### src/rtl/rv32_pkg.sv
// Shared RV32 register-file types: data/index widths and the writeback entry
// that travels from the ALU FIFO to the regi write port.
package rv32_pkg;
    localparam int XLEN = 32;
    localparam int AW   = 5;
    localparam int NREG = 32;

    typedef struct packed {
        logic [AW-1:0]   rd;
        logic [XLEN-1:0] data;
    } wb_entry;
endpackage

### src/rtl/wb_fifo.sv
// Generic synchronous FIFO; head is visible on dout whenever not empty.
// Push when full and pop when empty are ignored.
module wb_fifo #(
    parameter int DEPTH = 4,
    parameter int W     = 8
) (
    input  logic                     clk,
    input  logic                     rst_n,
    input  logic                     push,
    input  logic                     pop,
    input  logic [W-1:0]             din,
    output logic [W-1:0]             dout,
    output logic                     full,
    output logic                     empty,
    output logic [$clog2(DEPTH):0]   count
);
    localparam int PW = $clog2(DEPTH);
    localparam int CW = PW + 1;

    logic [DEPTH-1:0][W-1:0] mem;
    logic [PW-1:0]           wptr, rptr;
    logic                    do_push, do_pop;

    assign full    = (count == CW'(DEPTH));
    assign empty   = (count == '0);
    assign do_push = push && !full;
    assign do_pop  = pop && !empty;
    assign dout    = mem[rptr];

    // Storage carries no reset; only pointers and count define validity.
    always_ff @(posedge clk) begin
        if (do_push) mem[wptr] <= din;
    end

    // DEPTH is a power of two, so pointers wrap by natural overflow.
    always_ff @(posedge clk or negedge rst_n) begin
        if (!rst_n) begin
            wptr  <= '0;
            rptr  <= '0;
            count <= '0;
        end else begin
            if (do_push) wptr <= wptr + 1'b1;
            if (do_pop)  rptr <= rptr + 1'b1;
            case ({do_push, do_pop})
                2'b10:   count <= count + 1'b1;
                2'b01:   count <= count - 1'b1;
                default: count <= count;
            endcase
        end
    end
endmodule

### src/rtl/rf_wb_ctrl.sv
// Writeback controller for regi: loads take the port first, ALU results queue
// in a FIFO, x0 writes are dropped, and a pending-write scoreboard feeds decode.
module rf_wb_ctrl
    import rv32_pkg::*;
#(
    parameter int DEPTH = 4
) (
    input  logic                   clk,
    input  logic                   rst_n,
    input  logic                   alu_valid,
    output logic                   alu_ready,
    input  logic [AW-1:0]          alu_rd,
    input  logic [XLEN-1:0]        alu_data,
    input  logic                   ld_valid,
    input  logic [AW-1:0]          ld_rd,
    input  logic [XLEN-1:0]        ld_data,
    input  logic                   issue_valid,
    input  logic [AW-1:0]          issue_rd,
    input  logic [AW-1:0]          rs1,
    input  logic [AW-1:0]          rs2,
    output logic                   rs1_busy,
    output logic                   rs2_busy,
    output logic [AW-1:0]          rd,
    output logic                   we,
    output logic [XLEN-1:0]        indata,
    output logic [$clog2(DEPTH):0] fifo_count
);
    wb_entry           head, sel;
    logic              full, empty, push, pop, sel_vld;
    logic [NREG-1:0]   busy, set_mask, clr_mask;

    assign alu_ready = !full;
    assign push      = alu_valid && alu_ready;
    assign pop       = !ld_valid && !empty;

    wb_fifo #(.DEPTH(DEPTH), .W($bits(wb_entry))) u_fifo (
        .clk   (clk),
        .rst_n (rst_n),
        .push  (push),
        .pop   (pop),
        .din   ({alu_rd, alu_data}),
        .dout  (head),
        .full  (full),
        .empty (empty),
        .count (fifo_count)
    );

    assign sel_vld = ld_valid || pop;
    assign sel     = ld_valid ? wb_entry'{rd: ld_rd, data: ld_data} : head;

    // x0 entries still advance rd/indata, but never raise we.
    always_ff @(posedge clk or negedge rst_n) begin
        if (!rst_n) begin
            rd     <= '0;
            we     <= 1'b0;
            indata <= '0;
        end else if (sel_vld) begin
            rd     <= sel.rd;
            we     <= (sel.rd != '0);
            indata <= sel.data;
        end else begin
            we     <= 1'b0;
        end
    end

    // Clear tracks the write regi captures this edge; a same-edge issue re-sets.
    assign clr_mask = we ? (NREG'(1) << rd) : '0;
    assign set_mask = (issue_valid && issue_rd != '0) ? (NREG'(1) << issue_rd) : '0;

    always_ff @(posedge clk or negedge rst_n) begin
        if (!rst_n) busy <= '0;
        else        busy <= ((busy & ~clr_mask) | set_mask) & ~NREG'(1);
    end

    assign rs1_busy = busy[rs1];
    assign rs2_busy = busy[rs2];
endmodule

### config.mk
export PLATFORM = sky130hd
export DESIGN_NAME = rf_wb_ctrl
export DESIGN_NICKNAME = d
export VERILOG_FILES = /design/src/rtl/rv32_pkg.sv /design/src/rtl/wb_fifo.sv /design/src/rtl/rf_wb_ctrl.sv
export SDC_FILE = /design/constraint.sdc
export NUM_CORES = 1
export LEC_CHECK = 0
export ABC_AREA = 1
export CORE_MARGIN = 2
export CORE_UTILIZATION = 59
export DETAILED_ROUTE_END_ITERATION = 12
export GPL_TIMING_DRIVEN = 0
export PLACE_DENSITY = 0.89
export SLEW_MARGIN = 20
export SYNTH_ARGS = -nofsm -noshare
export SYNTH_HDL_FRONTEND = slang
export SYNTH_HIERARCHICAL = 1
export SYNTH_SLANG_ARGS = --single-unit
export TNS_END_PERCENT = 100
### constraint.sdc
create_clock -name clk -period 5.56 [get_ports clk]
set_input_delay 1.112 -clock clk [delete_from_list [all_inputs] [get_ports clk]]
set_output_delay 1.112 -clock clk [all_outputs]
set_load 0.01 [all_outputs]
==> results.py, run 1 <==
metrics = {
    "status": {
        "status": "complete, no violations",
    },
    "clock_tree": {
        "cts_max_path_buffers": 3,
        "postCtsSetupBuffers": 0,
        "cts.htree.levels": 1,
        "cts_buffers": 22,
        "cts_resized": 0,
        "cts_tree": "yes",
        "cts_root_buffer": "clkbuf_16",
        "clkTransAtPathRegs_ns": 0.06,
        "clk_latency_ns": 0.50,
        "clkSinkCount": 224,
        "cts-hold-fix-buffers": 0,
    },
    "place": {
        "portBuffers": 132,
        "place_congestion": 0.948,
        "dpl.hpwl_mm": 19.1,
    },
    "logic_synthesis": {
        "synth-seq-area-share_pct": 62.6,
        "yosysTopAreaCellShare_pct": 43.8,
        "synthCells": 1017,
        "syn-cell-area_sq_um": 10100,
        "ys_ff_latch": 224,
        "avgSynthCellArea_sq_um": 9.97,
        "synth.largest_area_cell": "edfxtp_1",
        "synthesis.nets": 1117,
        "ys_types": 28,
        "netlist_top_cells_area": "edfxtp_1, dfrtp_1, nand2_1",
        "ys_warn_count": 6,
    },
    "setup_path": {
        "cpMaxStageDelayCell": "clkdlybuf4s50_1",
        "crit_fanout": 5,
        "cp_slowest_stage_delay_ns": 0.52,
        "critical_path_class": "in2out",
        "cp_cell_sequence": "clkdlybuf4s50_1 > inv_1 > nand3_1 > nand2_1 > nand2_1 > nand2_1 > nand2_1 > nand2_1 > clkdlybuf4s50_1",
        "required_ns": 4.45,
        "crit_top_cell": "nand2_1",
        "cp_num_buf_inv": 3,
        "crit_family": "buffers and inverters",
        "arrival_ns": 2.77,
        "start_kind": "input port",
        "crit_path_end_kind": "primary output",
    },
    "power": {
        "power_density_nw_per_um2": 517,
        "power_mw": 6.53,
        "ir_drop_uv": 405,
        "p_leak_nw": 5.32,
    },
    "sta": {
        "worst_pin_slew_ns": 0.828,
        "fmax_mhz": 258,
        "hold_violations": 0,
        "rsz0062_at_grt": "no",
        "clock_skew_ns": 0.00696,
        "timing.hold.ws_ns": 0.485,
        "finalCriticalPeriod_ns": 3.88,
        "finalSetupViolCount": 0,
        "maxSlewViolCount": 0,
        "slew_headroom_pct": 44.6,
        "setup-tns-final_ns": 0,
        "post-route-period-util_pct": 69.7,
    },
    "global_route": {
        "grt_pass1_vias": 8547,
        "antenna_found_initial": 1,
        "overflow": 0,
        "grt_usage_pct": 32.6,
        "grt_pass1_wl_mm": 45.4,
        "grt_max_degree": 52,
    },
    "floorplanning": {
        "dieArea_sq_um": 18200,
        "core_sq_um": 16700,
        "rows": 47,
        "ios": 138,
        "die_h_um": 135,
        "start_util_pct": 60.7,
        "die_w_um": 135,
    },
    "layout": {
        "multi_input_area_sq_um": 2970,
        "drive_above_1_share_pct": 8.62,
        "finish.net_count": 1279,
        "fill_cells": 1042,
        "register_area_sq_um": 6350,
        "syn2layout_area_growth_pct": 24.7,
        "diodes": 0,
    },
    "routing": {
        "viasPerCell": 5.94,
        "totalWireLength_mm": 29.3,
        "drtAntennaViolNets": 0,
        "dr.pass1.iters": 5,
        "drt_iter0_markers": 1012,
        "wl_per_cell_um": 20.7,
        "drc": 0,
        "vias": 8409,
    },
    "run": {
        "drv_cap": 0,
    },
    "hold_path": {
        "hp-class": "reg2reg",
    },
}
-- per-stage QoR --
step	instance area (sq um)	std cells	utilization (%)	setup slack, ns
floorplan	10100	1017	-	2.11
global placement	11700	1369	70.3	0.379
detailed placement	11900	1375	71.4	1.73
CTS	12600	1415	75.7	1.72
global route	12600	1415	75.7	1.59
finish	12600	1415	75.7	1.68
-- cell type report --
type	instances	share of cell area [%]
well taps	220	2.18
inverters	123	3.73
clock inverters	10	0.802
repair buffers	138	11.7
flip-flops and latches	224	50.2
multi-input cells	618	23.5
clock buffers	30	4.92
plain buffers	52	2.97
-- Yosys cell counts --
cell,count
o211ai_1,74
buf_2,21
o21ai_0,41
fa_1,1
nor2_2,2
dfrtp_1,76
nor3_1,8
nand4_1,6
edfxtp_1,148
buf_6,19
mux2i_1,2
o21ai_1,25
nor3_2,3
a21oi_1,1
nor2_1,13
nand2_1,340
inv_2,7
mux2_2,1
clkbuf_1,9
a32o_1,1
inv_6,2
xnor2_1,1
nand3_1,92
and3_1,1
buf_4,3
ha_1,5
o31ai_1,1
inv_1,114
-- worst paths after layout --
check                      slack, ns  cells after the start                     endpoint                   startpoint
max in group asynchronous       4.41                      2   u_fifo/rptr[1]$_DFFE_PN0P_                        rst_n
min reg2reg                     0.48                      2       indata[24]$_DFFE_PN0P_       indata[24]$_DFFE_PN0P_
min                             0.48                      2       indata[24]$_DFFE_PN0P_       indata[24]$_DFFE_PN0P_
max reg2reg                     2.63                     14  u_fifo/count[2]$_DFFE_PN0P_  u_fifo/count[0]$_DFFE_PN0P_
min in group asynchronous       0.55                      1       indata[25]$_DFFE_PN0P_                        rst_n
max                             1.68                      9                     rs1_busy                       rs1[2]
-- state kept, by name, summed over array words and instances (netlist names) --
name	count
busy	31
u_fifo/count	3
u_fifo/wptr	2
u_fifo/rptr	2
rd	5
we	1
indata	32
u_fifo/mem	148
-- cell families (layout without fill, tap and decap cells) --
family	Yosys count	after routing	synth area share (%)
buffers and inverters	175	353	8.36
multiplexers	3	3	0.309
XOR/XNOR	1	1	0.0864
flip-flops	224	224	62.6
adder cells (fa/ha/maj)	6	6	0.815
AND/OR/NAND/NOR	465	465	18.9
AO/OA/AOI/OAI	143	143	8.96
-- cells in the final DEF (no fill, tap or decap), types with 2 or more instances in the layout --
| cell | instances |
|---|---|
| nand3_1 | 92 |
| nor2_1 | 9 |
| buf_2 | 21 |
| bufinv_16 | 2 |
| nor2_4 | 4 |
| buf_4 | 4 |
| nor3_1 | 8 |
| clkdlybuf4s50_1 | 131 |
| inv_6 | 2 |
| inv_1 | 114 |
| dfrtp_1 | 76 |
| buf_6 | 19 |
| o21ai_1 | 25 |
| clkbuf_1 | 14 |
| clkbuf_16 | 23 |
| clkbuf_8 | 2 |
| buf_16 | 5 |
| mux2i_1 | 2 |
| nand2_1 | 340 |
| ha_1 | 5 |
| o21ai_0 | 41 |
| o211ai_1 | 74 |
| nor3_2 | 3 |
| nand4_1 | 6 |
| inv_2 | 7 |
| clkinv_2 | 6 |
| nor2_2 | 2 |
| edfxtp_1 | 148 |
-- tightest hold or removal path, cell delays in order (launching register included) --
cell	delay [ns]
dfrtp_1	0.34
nand2_1	0.05
nand3_1	0.05
-- power breakdown --
group,switching (mW),internal [mW]
Clock,0.616,0.877
Sequential,0.268,2.29
Combinational,1.54,0.944
Total,2.42,4.11
-- routing by layer --
metal	wire length, um	global-route usage [%]	up-vias
li1	-	-	3739
met1	10300	40.0	3903
met2	14600	56.2	644
met3	2890	5.63	121
met4	1460	15.9	2
met5	11	0	-
(Power assumes the default switching activity.)
==> inputs of run 2 (changes only) <==
--- a/config.mk
+++ b/config.mk
@@ -7,10 +7,10 @@
 export LEC_CHECK = 0
 export ABC_AREA = 1
 export CORE_MARGIN = 2
-export CORE_UTILIZATION = 59
+export CORE_UTILIZATION = 55
 export DETAILED_ROUTE_END_ITERATION = 12
 export GPL_TIMING_DRIVEN = 0
-export PLACE_DENSITY = 0.89
+export PLACE_DENSITY = 0.84
 export SLEW_MARGIN = 20
 export SYNTH_ARGS = -nofsm -noshare
 export SYNTH_HDL_FRONTEND = slang
==> constraint.sdc (replaced) <==
create_clock -name clk -period 4 [get_ports clk]
set_input_delay 0.8 -clock clk [delete_from_list [all_inputs] [get_ports clk]]
set_output_delay 0.8 -clock clk [all_outputs]
set_load 0.01 [all_outputs]
==> run 2 against run 1 <==
Non-clock buffer count decreased by 1. Via count decreased by 4.5%. Global-route usage shrank 5.2 points. First-iteration DRC count decreased by 22%. Setup slack worse by 0.99 ns. Final area down 0.65%. Die area is 7.1% higher.
==> results.py, run 2 (same netlist as run 1, synthesis figures left out) <==
metrics = {
    "status": {
        "status": "complete, no violations",
    },
    "sta": {
        "slew_headroom_pct": 51.7,
        "finalSetupViolCount": 0,
        "fin_ws_ns": 0.689,
        "rsz0062_at_grt": "no",
        "hold_violations": 0,
        "finalCriticalPeriod_ns": 3.31,
        "maxSlewViolCount": 0,
        "fmax_mhz": 302,
        "post-route-period-util_pct": 82.8,
        "worst_pin_slew_ns": 0.723,
        "clock_skew_ns": 0.0101,
    },
    "power": {
        "intPower_mw": 5.54,
        "power_frac_seq_pct": 40.5,
        "switching_share_pct": 36.7,
        "p_leak_nw": 5.28,
        "clkPwrFrac_pct": 21.8,
        "power_mw": 8.75,
        "p_switching_mw": 3.22,
        "ir_drop_uv": 454,
        "comb_power_share_pct": 37.7,
        "power_density_nw_per_um2": 697,
    },
    "global_route": {
        "grt_usage_pct": 27.3,
        "overflow": 0,
        "grt_pass1_vias": 7738,
        "antenna_found_initial": 1,
        "grt_max_degree": 57,
        "grt_pass1_wl_mm": 41.5,
    },
    "layout": {
        "finish.net_count": 1278,
        "register_area_sq_um": 6350,
        "multi_input_area_sq_um": 2970,
        "syn2layout_area_growth_pct": 23.9,
        "final_cell_mix": "nand2_1, edfxtp_1, clkdlybuf4s50_1",
        "fill_cells": 1289,
        "regMostFlops": "u_fifo/mem",
        "stdcell_count": 1424,
        "final_common_cell": "nand2_1",
        "largestRegisters": "u_fifo/mem x148, indata x32, busy x31",
        "largest_reg_flops": 148,
        "postLayoutCellArea_sq_um": 12600,
        "drive_above_1_share_pct": 8.38,
    },
    "routing": {
        "wl_per_cell_um": 19.1,
        "totalWireLength_mm": 27.1,
        "dr.pass1.iters": 5,
        "vias": 8034,
        "drc": 0,
        "drt_iter0_markers": 788,
        "viasPerCell": 5.64,
        "drtAntennaViolNets": 0,
    },
    "setup_path": {
        "required_ns": 3.20,
        "start_kind": "input port",
        "cpMaxStageDelayCell": "clkdlybuf4s50_1",
        "r2r-start": "u_fifo/count[2]$_DFFE_PN0P_",
        "crit_family": "buffers and inverters",
        "crit_path_start": "rs1[2]",
        "crit_fanout": 5,
        "arrival_ns": 2.51,
        "crit_top_cell": "nand2_1",
        "cp_cell_sequence": "clkdlybuf4s50_1 > inv_1 > nand3_1 > nand2_1 > nand2_1 > nand2_1 > nand2_1 > nand2_1 > clkdlybuf4s50_1",
        "critical_path_class": "in2out",
        "crit_path_end_kind": "primary output",
        "cp_slowest_stage_delay_ns": 0.53,
        "cp_num_buf_inv": 3,
    },
    "clock_tree": {
        "cts-hold-fix-buffers": 0,
        "cts_max_path_buffers": 3,
        "cts_tree": "yes",
        "cts.htree.levels": 1,
        "clkSinkCount": 224,
        "cts_buffers": 22,
        "cts_root_buffer": "clkbuf_16",
        "clk_latency_ns": 0.51,
        "postCtsSetupBuffers": 0,
        "cts_resized": 0,
        "clkTransAtPathRegs_ns": 0.06,
    },
    "floorplanning": {
        "ios": 138,
        "rows": 49,
        "die_h_um": 140,
        "core_sq_um": 18000,
        "die_w_um": 140,
        "dieArea_sq_um": 19500,
        "start_util_pct": 56.2,
    },
    "run": {
        "drv_cap": 0,
    },
    "place": {
        "place_congestion": 0.935,
        "place_area_sq_um": 11900,
        "dpl.hpwl_mm": 18.6,
        "place_ws_ns": 0.725,
        "dp_cells": 1383,
        "portBuffers": 132,
    },
    "hold_path": {
        "hp-class": "in2async",
    },
}
[run 2: cell types whose count changed in the layout (fill, tap and decap cells not counted)]
cell       before  now
buf_12          1    2
buf_16          5    3
clkinv_1        1    6
clkbuf_8        2    1
clkinv_2        6    7
clkbuf_1       14   11
diode_2         0    1
bufinv_16       2    0
[run 2: worst paths after layout]
| kind | to | slack, ns | cells after the start |
|---|---|---|---|
| setup reg to reg | u_fifo/count[2]$_DFFE_PN0P_ | 1.28 | 14 |
| min in group clk | indata[25]$_DFFE_PN0P_ | 0.48 | 2 |
| hold / removal | indata[25]$_DFFE_PN0P_ | 0.22 | 1 |
| max in group asynchronous | indata[5]$_DFFE_PN0P_ | 3.18 | 2 |
| hold reg to reg | indata[25]$_DFFE_PN0P_ | 0.48 | 2 |
| setup / recovery | rs1_busy | 0.69 | 9 |
[run 2: layout make-up]
class | count | share of cell area (%)
plain buffers | 52 | 2.99
clock inverters | 14 | 0.518
multi-input cells | 618 | 23.7
repair buffers | 137 | 11.5
diodes | 1 | 0.0199
clock buffers | 26 | 4.75
inverters | 123 | 3.76
flip-flops and latches | 224 | 50.5
well taps | 229 | 2.28
[run 2: per-layer routing]
metal  global-route usage (%)  vias up  share of wire (%)
li1                         -     3747                  -
met1                     34.2     3835                 38
met2                     47.9      371                 50
met3                     4.13       81                7.6
met4                     11.1        0                4.2
met5                        0        -                  0
[run 2: power by group through the flow]
stage                     Sequential [mW]  Combinational [mW]  Clock (mW)
after global placement               3.58                3.04           0
after detailed placement             3.57                3.24           0
after global routing                 3.60                3.60        2.00
after CTS                            3.53                3.28        1.92
after floorplan                      3.57                1.86           0
final                                3.55                3.30        1.91
[run 2: stage by stage]
step / hold WS, ns / setup TNS, ns / utilization, %
global placement: 0.466 / -180.61 / 65.2
floorplan: 0.470 / 0 / -
finish: 0.217 / 0 / 69.7
CTS: 0.213 / 0 / 69.7
detailed placement: 0.468 / 0 / 66.0
global route: 0.235 / 0 / 69.7
